[config.mk]
export PLATFORM = sky130hd
export DESIGN_NAME = dot_sequence_driver_flat
export DESIGN_NICKNAME = d
export VERILOG_FILES = /design/src/rtl/dot_seq_pkg.sv /design/src/rtl/dot_sequence_driver_if.sv /design/src/rtl/dot_scan_counter.sv /design/src/rtl/dot_sequence_driver.sv /design/src/flat_wrapper.sv
export SDC_FILE = /design/constraint.sdc
export NUM_CORES = 1
export LEC_CHECK = 0
export ABC_AREA = 1
export CAP_MARGIN = 20
export CORE_UTILIZATION = 46
export DETAILED_ROUTE_END_ITERATION = 10
export PLACE_DENSITY_LB_ADDON = 0.1
export SLEW_MARGIN = 20
export SYNTH_ARGS = -nofsm -noshare
export SYNTH_HDL_FRONTEND = slang
export SYNTH_SLANG_ARGS = --single-unit
[constraint.sdc]
create_clock -name clock -period 4.2 [get_ports clock]
set_input_delay 1.05 -clock clock [delete_from_list [all_inputs] [get_ports clock]]
set_output_delay 1.05 -clock clock [all_outputs]
set_load 0.005 [all_outputs]
[src/rtl/dot_seq_pkg.sv]
`default_nettype none
// ============================================================================
// Module   : dot_seq_pkg
// Brief    : Shared encodings, FSM states and default sizes for the dot
//            sequence driver.
// Revision : 1.0  initial release
// ============================================================================
package dot_seq_pkg;

  localparam int DEFAULT_MEM_LENGTH         = 48;
  localparam int DEFAULT_MEM_ADDRESS_LENGTH = 6;
  localparam int DEFAULT_PRESCALE_WIDTH     = 16;
  localparam int LANE_WIDTH                 = 16;
  localparam int MASK_WIDTH                 = 3;

  typedef enum logic [1:0] {
    OP_WR_ROW = 2'd0,
    OP_WR_DOT = 2'd1,
    OP_WR_SEL = 2'd2,
    OP_NOP    = 2'd3
  } cmd_op_e;

  typedef enum logic [1:0] {
    ST_IDLE  = 2'd0,
    ST_WRITE = 2'd1,
    ST_SCAN  = 2'd2
  } state_e;

endpackage
`default_nettype wire

[src/rtl/dot_sequence_driver_if.sv]
`default_nettype none
// ============================================================================
// Module   : dot_sequence_driver_if
// Brief    : Host command valid/ready port of the dot sequence driver.
// Revision : 1.0  initial release
// ============================================================================
interface dot_sequence_driver_if #(
  parameter int MEM_ADDRESS_LENGTH = 6
) ();

  logic                          cmd_valid;
  logic                          cmd_ready;
  logic [1:0]                    cmd_op;
  logic [MEM_ADDRESS_LENGTH-1:0] cmd_addr;
  logic [2:0]                    cmd_mask;
  logic [15:0]                   cmd_data;

  modport master (
    output cmd_valid, cmd_op, cmd_addr, cmd_mask, cmd_data,
    input  cmd_ready
  );

  modport slave (
    input  cmd_valid, cmd_op, cmd_addr, cmd_mask, cmd_data,
    output cmd_ready
  );

endinterface
`default_nettype wire

[src/rtl/dot_scan_counter.sv]
`default_nettype none
// ============================================================================
// Module   : dot_scan_counter
// Brief    : Step prescaler plus column/row wrap counters for the field scan.
// Revision : 1.0  initial release
// ============================================================================
module dot_scan_counter #(
  parameter int MEM_ADDRESS_LENGTH = 6,
  parameter int PRESCALE_WIDTH     = 16
) (
  input  wire logic                          clock,
  input  wire logic                          reset,
  input  wire logic                          clear,
  input  wire logic                          enable,
  input  wire logic [PRESCALE_WIDTH-1:0]     period,
  input  wire logic [MEM_ADDRESS_LENGTH:0]   row_limit,
  input  wire logic [MEM_ADDRESS_LENGTH:0]   col_limit,
  output logic      [MEM_ADDRESS_LENGTH-1:0] row,
  output logic      [MEM_ADDRESS_LENGTH-1:0] col,
  output logic                               step,
  output logic                               frame_last
);

  localparam int LIM_W = MEM_ADDRESS_LENGTH + 1;

  logic [PRESCALE_WIDTH-1:0]     r_prescale;
  logic [MEM_ADDRESS_LENGTH-1:0] r_row;
  logic [MEM_ADDRESS_LENGTH-1:0] r_col;
  logic                          w_col_last;
  logic                          w_row_last;

  // period and limits are pre-sanitised by the caller (period >= 1, limits >= 1)
  assign w_col_last = ({1'b0, r_col} == (col_limit - LIM_W'(1)));
  assign w_row_last = ({1'b0, r_row} == (row_limit - LIM_W'(1)));
  assign step       = enable & (r_prescale == (period - PRESCALE_WIDTH'(1)));
  assign frame_last = w_row_last & w_col_last;
  assign row        = r_row;
  assign col        = r_col;

  always_ff @(posedge clock or posedge reset) begin
    if (reset) begin
      r_prescale <= '0;
      r_row      <= '0;
      r_col      <= '0;
    end else if (clear) begin
      r_prescale <= '0;
      r_row      <= '0;
      r_col      <= '0;
    end else if (enable) begin
      if (step) begin
        r_prescale <= '0;
        if (w_col_last) begin
          r_col <= '0;
          r_row <= w_row_last ? '0 : r_row + MEM_ADDRESS_LENGTH'(1);
        end else begin
          r_col <= r_col + MEM_ADDRESS_LENGTH'(1);
        end
      end else begin
        r_prescale <= r_prescale + PRESCALE_WIDTH'(1);
      end
    end
  end

endmodule
`default_nettype wire

[src/rtl/dot_sequence_driver.sv]
`default_nettype none
// ============================================================================
// Module   : dot_sequence_driver
// Brief    : Host command to sequencer table writes, plus prescaled field scan
//            sampling the firing outputs into a registered motor drive.
//            Option macro DOT_DRIVER_ONESHOT_EN: stop after one frame.
// Revision : 1.0  initial release
// ============================================================================
module dot_sequence_driver
  import dot_seq_pkg::*;
#(
  parameter int MEM_LENGTH         = DEFAULT_MEM_LENGTH,
  parameter int MEM_ADDRESS_LENGTH = DEFAULT_MEM_ADDRESS_LENGTH,
  parameter int PRESCALE_WIDTH     = DEFAULT_PRESCALE_WIDTH
) (
  input  wire logic                          clock,
  input  wire logic                          reset,
  dot_sequence_driver_if.slave               cmd,
  input  wire logic                          run_enable,
  input  wire logic                          sel_mode,
  input  wire logic [MEM_ADDRESS_LENGTH-1:0] row_limit,
  input  wire logic [MEM_ADDRESS_LENGTH-1:0] col_limit,
  input  wire logic [PRESCALE_WIDTH-1:0]     step_period,
  output logic      [MASK_WIDTH-1:0]         mask_select,
  output logic      [MEM_ADDRESS_LENGTH-1:0] mem_address,
  output logic      [LANE_WIDTH-1:0]         mem_data,
  output logic                               mem_write_n,
  output logic      [LANE_WIDTH-1:0]         mem_dot_data,
  output logic                               mem_dot_write_n,
  output logic      [MEM_ADDRESS_LENGTH-1:0] mem_sel_col_address,
  output logic      [MEM_ADDRESS_LENGTH-1:0] mem_sel_data,
  output logic                               mem_sel_write_n,
  output logic      [MEM_ADDRESS_LENGTH-1:0] row_select,
  output logic      [MEM_ADDRESS_LENGTH-1:0] col_select,
  output logic                               row_col_select,
  input  wire logic                          firing_data,
  input  wire logic                          firing_bit,
  output logic                               drive_out,
  output logic                               drive_valid,
  output logic                               frame_done,
  output logic                               scan_busy
);

  localparam int LIM_W = MEM_ADDRESS_LENGTH + 1;

  state_e                    r_state;
  state_e                    w_state_next;
  cmd_op_e                   w_op;
  logic                      w_accept;
  logic                      w_start;
  logic                      w_start_ok;
  logic                      w_oneshot_stop;
  logic                      w_step;
  logic                      w_frame_last;
  logic [LIM_W-1:0]          r_row_lim;
  logic [LIM_W-1:0]          r_col_lim;
  logic [PRESCALE_WIDTH-1:0] r_period;

  function automatic logic [LIM_W-1:0] clamp_limit(input logic [MEM_ADDRESS_LENGTH-1:0] v);
    if ((v == '0) || ({1'b0, v} > LIM_W'(MEM_LENGTH)))
      return LIM_W'(MEM_LENGTH);
    return {1'b0, v};
  endfunction

  assign w_op          = cmd_op_e'(cmd.cmd_op);
  assign cmd.cmd_ready = (r_state == ST_IDLE) & ~run_enable;
  assign w_accept      = cmd.cmd_valid & cmd.cmd_ready;
  assign w_start       = (r_state == ST_IDLE) & run_enable & w_start_ok;
  assign scan_busy     = (r_state == ST_SCAN);

`ifdef DOT_DRIVER_ONESHOT_EN
  logic r_armed;

  // Re-armed only by seeing run_enable low, so a held run gives exactly one frame
  always_ff @(posedge clock or posedge reset) begin
    if (reset)
      r_armed <= 1'b1;
    else if (!run_enable)
      r_armed <= 1'b1;
    else if (w_step && w_frame_last)
      r_armed <= 1'b0;
  end

  assign w_start_ok     = r_armed;
  assign w_oneshot_stop = w_frame_last;
`else
  assign w_start_ok     = 1'b1;
  assign w_oneshot_stop = 1'b0;
`endif

  always_ff @(posedge clock or posedge reset) begin
    if (reset)
      r_state <= ST_IDLE;
    else
      r_state <= w_state_next;
  end

  always_comb begin
    w_state_next = r_state;
    case (r_state)
      ST_IDLE: begin
        if (w_start)
          w_state_next = ST_SCAN;
        else if (w_accept && (w_op != OP_NOP))
          w_state_next = ST_WRITE;
      end
      ST_WRITE: w_state_next = ST_IDLE;
      ST_SCAN: begin
        if (w_step && (!run_enable || w_oneshot_stop))
          w_state_next = ST_IDLE;
      end
      default: w_state_next = ST_IDLE;
    endcase
  end

  // Buses are loaded on accept so they are already stable during the strobe cycle
  always_ff @(posedge clock or posedge reset) begin
    if (reset) begin
      mask_select         <= '0;
      mem_address         <= '0;
      mem_data            <= '0;
      mem_write_n         <= 1'b1;
      mem_dot_data        <= '0;
      mem_dot_write_n     <= 1'b1;
      mem_sel_col_address <= '0;
      mem_sel_data        <= '0;
      mem_sel_write_n     <= 1'b1;
    end else begin
      mem_write_n     <= 1'b1;
      mem_dot_write_n <= 1'b1;
      mem_sel_write_n <= 1'b1;
      if (w_accept) begin
        case (w_op)
          OP_WR_ROW: begin
            mem_address <= cmd.cmd_addr;
            mask_select <= cmd.cmd_mask;
            mem_data    <= cmd.cmd_data;
            mem_write_n <= 1'b0;
          end
          OP_WR_DOT: begin
            mask_select     <= cmd.cmd_mask;
            mem_dot_data    <= cmd.cmd_data;
            mem_dot_write_n <= 1'b0;
          end
          OP_WR_SEL: begin
            mem_sel_col_address <= cmd.cmd_addr;
            mem_sel_data        <= cmd.cmd_data[MEM_ADDRESS_LENGTH-1:0];
            mem_sel_write_n     <= 1'b0;
          end
          default: ;
        endcase
      end
    end
  end

  always_ff @(posedge clock or posedge reset) begin
    if (reset) begin
      r_row_lim      <= '0;
      r_col_lim      <= '0;
      r_period       <= '0;
      row_col_select <= 1'b0;
    end else if (w_start) begin
      r_row_lim      <= clamp_limit(row_limit);
      r_col_lim      <= clamp_limit(col_limit);
      r_period       <= (step_period == '0) ? PRESCALE_WIDTH'(1) : step_period;
      row_col_select <= sel_mode;
    end
  end

  dot_scan_counter #(
    .MEM_ADDRESS_LENGTH (MEM_ADDRESS_LENGTH),
    .PRESCALE_WIDTH     (PRESCALE_WIDTH)
  ) u_scan_counter (
    .clock      (clock),
    .reset      (reset),
    .clear      (w_start),
    .enable     (scan_busy),
    .period     (r_period),
    .row_limit  (r_row_lim),
    .col_limit  (r_col_lim),
    .row        (row_select),
    .col        (col_select),
    .step       (w_step),
    .frame_last (w_frame_last)
  );

  // Firing inputs respond combinationally to the current selects, so sample on the step cycle
  always_ff @(posedge clock or posedge reset) begin
    if (reset) begin
      drive_out   <= 1'b0;
      drive_valid <= 1'b0;
      frame_done  <= 1'b0;
    end else begin
      drive_valid <= w_step;
      frame_done  <= w_step & w_frame_last;
      if (w_step)
        drive_out <= firing_data & firing_bit;
    end
  end

endmodule
`default_nettype wire
[src/flat_wrapper.sv]
// flat-port wrapper written by rule: the top's interface ports become plain ports
module dot_sequence_driver_flat import dot_seq_pkg::*;
#(
  parameter int MEM_LENGTH         = DEFAULT_MEM_LENGTH,
  parameter int MEM_ADDRESS_LENGTH = DEFAULT_MEM_ADDRESS_LENGTH,
  parameter int PRESCALE_WIDTH     = DEFAULT_PRESCALE_WIDTH
)
  (clock, reset, run_enable, sel_mode, row_limit, col_limit, step_period, mask_select, mem_address, mem_data, mem_write_n, mem_dot_data, mem_dot_write_n, mem_sel_col_address, mem_sel_data, mem_sel_write_n, row_select, col_select, row_col_select, firing_data, firing_bit, drive_out, drive_valid, frame_done, scan_busy, cmd_cmd_valid, cmd_cmd_op, cmd_cmd_addr, cmd_cmd_mask, cmd_cmd_data, cmd_cmd_ready);
  dot_sequence_driver_if #(.MEM_ADDRESS_LENGTH(MEM_ADDRESS_LENGTH)) cmd_i ();
  input  wire logic clock;
  input  wire logic reset;
  input  wire logic run_enable;
  input  wire logic sel_mode;
  input  wire logic [MEM_ADDRESS_LENGTH-1:0] row_limit;
  input  wire logic [MEM_ADDRESS_LENGTH-1:0] col_limit;
  input  wire logic [PRESCALE_WIDTH-1:0] step_period;
  output logic      [MASK_WIDTH-1:0] mask_select;
  output logic      [MEM_ADDRESS_LENGTH-1:0] mem_address;
  output logic      [LANE_WIDTH-1:0] mem_data;
  output logic mem_write_n;
  output logic      [LANE_WIDTH-1:0] mem_dot_data;
  output logic mem_dot_write_n;
  output logic      [MEM_ADDRESS_LENGTH-1:0] mem_sel_col_address;
  output logic      [MEM_ADDRESS_LENGTH-1:0] mem_sel_data;
  output logic mem_sel_write_n;
  output logic      [MEM_ADDRESS_LENGTH-1:0] row_select;
  output logic      [MEM_ADDRESS_LENGTH-1:0] col_select;
  output logic row_col_select;
  input  wire logic firing_data;
  input  wire logic firing_bit;
  output logic drive_out;
  output logic drive_valid;
  output logic frame_done;
  output logic scan_busy;
  input wire logic [$bits(cmd_i.cmd_valid)-1:0] cmd_cmd_valid;
  input wire logic [$bits(cmd_i.cmd_op)-1:0] cmd_cmd_op;
  input wire logic [$bits(cmd_i.cmd_addr)-1:0] cmd_cmd_addr;
  input wire logic [$bits(cmd_i.cmd_mask)-1:0] cmd_cmd_mask;
  input wire logic [$bits(cmd_i.cmd_data)-1:0] cmd_cmd_data;
  output wire logic [$bits(cmd_i.cmd_ready)-1:0] cmd_cmd_ready;
  assign cmd_i.cmd_valid = cmd_cmd_valid;
  assign cmd_i.cmd_op = cmd_cmd_op;
  assign cmd_i.cmd_addr = cmd_cmd_addr;
  assign cmd_i.cmd_mask = cmd_cmd_mask;
  assign cmd_i.cmd_data = cmd_cmd_data;
  assign cmd_cmd_ready = cmd_i.cmd_ready;
  dot_sequence_driver #(.MEM_LENGTH(MEM_LENGTH), .MEM_ADDRESS_LENGTH(MEM_ADDRESS_LENGTH), .PRESCALE_WIDTH(PRESCALE_WIDTH)) u_core (.clock(clock), .reset(reset), .cmd(cmd_i), .run_enable(run_enable), .sel_mode(sel_mode), .row_limit(row_limit), .col_limit(col_limit), .step_period(step_period), .mask_select(mask_select), .mem_address(mem_address), .mem_data(mem_data), .mem_write_n(mem_write_n), .mem_dot_data(mem_dot_data), .mem_dot_write_n(mem_dot_write_n), .mem_sel_col_address(mem_sel_col_address), .mem_sel_data(mem_sel_data), .mem_sel_write_n(mem_sel_write_n), .row_select(row_select), .col_select(col_select), .row_col_select(row_col_select), .firing_data(firing_data), .firing_bit(firing_bit), .drive_out(drive_out), .drive_valid(drive_valid), .frame_done(frame_done), .scan_busy(scan_busy));
endmodule
# After elaboration in Yosys (flattened, before gate mapping)
# Cells that the tools add are included.
dict set report word_totals {
  reg_bits 120
  output_inout_bits 74
  word_cells 97
}
dict set report classes {
  add_sub_neg 6
  order_cmp 2
  n_eq_ne 9
  n_mux 31
  bitwise_logic 8
  reduce_logical 21
}
# op n
set ops {}
lappend ops {{$mux W16} 4}
lappend ops {{$mux W6} 9}
lappend ops {{$mux W7} 4}
lappend ops {{$add A16 B1 Y16 const B} 1}
lappend ops {{$eq A16 B16 Y1} 1}
lappend ops {{$logic_not A16 Y1} 1}
lappend ops {{$sub A16 B1 Y16 const B} 1}
lappend ops {{$eq A6 B7 Y1} 2}
lappend ops {{$sub A7 B1 Y7 const B} 2}
lappend ops {{$add A6 B1 Y6 const B} 2}
lappend ops {{$gt A6 B6 Y1 const B} 2}
lappend ops {{$logic_not A6 Y1} 2}
lappend ops {{$reduce_and A2 Y1} 6}
lappend ops {{$mux W1} 10}
lappend ops {{$and A1 B1 Y1} 7}
lappend ops {{$mux W2} 3}
lappend ops {{$reduce_bool A2 Y1} 3}
lappend ops {{$eq A2 B2 Y1 const B} 2}
lappend ops {{$logic_not A2 Y1} 2}
lappend ops {{$pmux W2 S2} 1}
lappend ops {{$ne A3 B3 Y1 const B} 1}
lappend ops {{$reduce_and A3 Y1} 1}
lappend ops {{$eq A2 B1 Y1 const B} 1}
lappend ops {{$logic_and A1 B1 Y1} 2}
lappend ops {{6 further kinds} 7}

# Longest topological paths before layout
dict set report logic_depth {
  depth_word 7
  mapped_depth 16
}

# By module
# Synthesis repeated with hierarchy kept, for this count alone.
dict set report hier_totals {
  hier_cells 842
  hier_area_um2 6351.1
}
# mod n_inst cells_each area_each_um2 seq_area_each_um2
set modules_own_cells {}
lappend modules_own_cells {dot_sequence_driver 1 429 3684.8 2255.9}
lappend modules_own_cells {dot_scan_counter 1 413 2666.3 700.7}

# Worst setup path after synthesis
# Ideal clock, no wire load.
dict set report synth_path {
  path_kind {input to output}
  from {input port run_enable}
  to {output port cmd_cmd_ready}
  t_arrival_ns 1.216
  required_time_ns 3.150
  path_slack_ns 1.934
  stages 1
  cell_sequence {nor2_1}
}
dict set report synth_between {
  elab_chain_cells 2
}
# element line
set synth_rtl {}
lappend synth_rtl {{from (decl)} flat_wrapper.sv:12} ;# input wire logic run_enable;
lappend synth_rtl {{$not A1 Y1} dot_sequence_driver.sv:66} ;# assign cmd.cmd_ready = (r_state == ST_IDLE) & ~run_enable;
lappend synth_rtl {{$and A1 B1 Y1} dot_sequence_driver.sv:66}
lappend synth_rtl {{to (decl)} flat_wrapper.sv:40} ;# output wire logic [$bits(cmd_i.cmd_ready)-1:0] cmd_cmd_ready;
# No other way between the ends.

# Worst setup path in the final report
# Same ends and word-level chain as after synthesis.

==> results.yml <==
floorplanning:
  pin_count: 136
  die-area_um2: 13700
  die_w_um: 117
  die_h_um: 117
  core_area_um2: 12800
  rows: 41
  start_util_pct: 47.6
synth:
  postSynthCellCount: 785
  yosys_register_bits: 118
  yosysSeqAreaShare_pct: 48.6
  synthesis.area_um2: 6080
  yosys_warnings: 0
  synth.net_count: 853
  syn_area_per_cell_um2: 7.75
  yosysUniqueCellTypes: 33
setup_path:
  max_stage_delay_ns: 0.54
  cp_slowest_cell: "clkdlybuf4s50_1"
  cp.arrival_ns: 2.20
  critical_path.top_delay_family: "buffers and inverters"
  required_ns: 3.15
  crit_path_start: "run_enable"
  start_kind: "input port"
  endpoint: "cmd_cmd_ready"
  worstPathCellList: "clkdlybuf4s50_1, nor2_1, clkdlybuf4s50_1"
  worst_setup_path_end_kind: "output port"
  reg2reg_from: "u_core.r_state[0]"
  worst-setup-path-type: "in2out"
  cp_common_cell: "clkdlybuf4s50_1"
  crit_buf_inv: 2
  rr_worst_depth: 8
  reg2reg_slack_ns: 1.62
  path_max_fanout: 3
  reg2reg_to: "u_core.u_scan_counter.col[4]"
  crit_cells: 3
final_layout:
  fin_util_pct: 64.5
  final_common_cell: "nand2_1"
  drive_above_1_share_pct: 6.07
  antenna_cells: 0
  fin_area_um2: 8240
  layout_common_cells: "nand2_1 (320), clkdlybuf4s50_1 (135), dfrtp_1 (115)"
  fillCellCount: 1099
  area_growth_pct: 35.5
  seq_area_um2: 2960
  multi_input_area_um2: 2760
  finalNetCount: 996
timing:
  max_freq_mhz: 308
  period_share_pct: 77.4
  hold_viol: 0
  fin_skew_ns: 0.00630
  slew_viol_final: 0
  final.min_clock_period_ns: 3.25
  setup_tns_ns: 0
  relSlewSlack_pct: 47.8
  rsz0062_at_grt: "false"
  tightestPinTransition_ns: 0.783
  post-route-worst-setup-slack_ns: 0.948
  setup_viol: 0
cts:
  cts-root-buf: "clkbuf_16"
  cts_setup_buffers: 0
  cts_buffers: 17
  clk_path_buf_depth: 2
  cts_sinks: 118
  htreeDepth: 4
  cts_tree: "done"
  path_clk_slew_ns: 0.05
  ctsHoldBuffers: 0
  clkLatencyLatePin_ns: 0.42
  post_cts_resize_count: 0
drt:
  initialDrtViolationCount: 339
  postRouteAntennaNets: 0
  routedWlPerCell_um: 14.4
  drt_pass1_iterations: 5
  drc: 0
  vias: 5461
  routed_wl_mm: 15.9
  routed_via_density: 4.92
min_path:
  min-delay-start: "u_core.mem_dot_data[7]"
  hold_path_class: "reg2reg"
global_routing:
  overflow: 0
  grt_pass1_wl_mm: 26.1
  grt_usage_pct: 25.5
  grt_max_degree: 62
  antenna_found_initial: 0
  grt_pass1_vias: 5479
placed_design:
  place_congestion: 0.876
  numPortBuffers: 135
  post-place-ws_ns: 0.540
  dp_hpwl_mm: 11.4
  dpl-instance-area_um2: 7630
power:
  switching_share_pct: 28.5
  peakVddDrop_mv: 0.334
  clkPwrFrac_pct: 42.4
  p_sw_mw: 1.03
  power.density_nw_per_um2: 437
  cell_internal_pwr_mw: 2.57
  comb_power_share_pct: 19.1
  p_total_mw: 3.60
  p_seq_share_pct: 38.5
  p_leak_nw: 4.11
outcome:
  status: "finished clean"
flow_run:
  drv_cap: 0
kinds of logic (layout without fill, tap and decap cells):
logic type	Yosys count	count (layout)	share of synthesized area (%)
AO/OA/AOI/OAI	49	49	4.28
XOR/XNOR	46	46	7.08
adder cells (fa/ha/maj)	6	6	1.23
buffers and inverters	95	249	6.19
flip-flops	118	118	48.6
AND/OR/NAND/NOR	471	471	32.6
worst min-delay path, stage by stage (launching register included):
cell and delay [ns]:
dfrtp_1 0.34, nand2_1 0.06, nand2_1 0.04
per-layer routing:
layer	up-vias	global-route usage (%)	part of all wire (%)
met1	2571	31.0	44
met3	17	10.9	7.8
met4	0	7.68	1.3
li1	2735	-	-
met5	-	0	0
met2	138	41.2	47
power by group through the flow:
stage / Clock, mW / Sequential, mW / Combinational, mW
after floorplan: 0 / 1.36 / 0.479
after global placement: 0 / 1.40 / 0.655
after detailed placement: 0 / 1.40 / 0.679
after CTS: 1.55 / 1.38 / 0.687
after global routing: 1.60 / 1.40 / 0.791
final: 1.53 / 1.39 / 0.687
flip-flops by register name, indices dropped and copies added, names as in the netlist, 2 cells and up:
| name | cells |
|---|---|
| u_core.mask_select | 3 |
| u_core.mem_sel_data | 6 |
| u_core.r_col_lim | 6 |
| u_core.r_state | 2 |
| u_core.mem_sel_col_address | 6 |
| u_core.u_scan_counter.r_prescale | 16 |
| u_core.r_period | 16 |
| u_core.mem_address | 6 |
| u_core.mem_data | 16 |
| u_core.r_row_lim | 6 |
| u_core.u_scan_counter.row | 6 |
| u_core.u_scan_counter.col | 6 |
| u_core.mem_dot_data | 16 |
synthesized netlist by cell type, drive strengths merged:
library cell | instances | share of area (%)
clkbuf | 10 | 0.62
or2 | 1 | 0.10
nor4 | 6 | 0.62
nand3 | 44 | 4.0
nand2 | 325 | 20
and3 | 2 | 0.21
nor3 | 7 | 0.58
o21ai | 35 | 2.9
inv | 77 | 4.8
xnor3 | 2 | 0.74
nor2 | 72 | 5.2
dfrtp | 115 | 47
nand4 | 8 | 0.82
xnor2 | 10 | 1.4
a21oi | 4 | 0.33
clkinv | 2 | 0.12
buf | 6 | 0.70
a22oi | 1 | 0.12
dfstp | 3 | 1.3
xor2 | 34 | 4.9
o22ai | 8 | 0.82
o211ai | 1 | 0.12
nand3b | 6 | 0.74
ha | 6 | 1.2
worst min path at each step:
stage,endpoint,cells after the start
6_report,u_core.mem_dot_data[7],2
2_1_floorplan,u_core.r_period[15],2
3_3_place_gp,u_core.mem_data[5],2
5_1_grt,u_core.mem_dot_data[7],2
4_1_cts,u_core.mask_select[2],2
3_5_place_dp,u_core.mem_data[13],2
cell type report:
cell class	instances	area share (%)
repair buffers	140	17.0
well taps	172	2.61
flip-flops and latches	118	35.9
multi-input cells	572	33.5
inverters	79	3.63
clock inverters	8	1.81
clock buffers	22	5.63
stage by stage:
step                std cells  hold slack, ns
floorplan                 785           0.461
global placement         1081           0.453
detailed placement       1081           0.461
CTS                      1111           0.475
global route             1111           0.501
finish                   1111           0.472
Power figures use the tool's default switching activity.
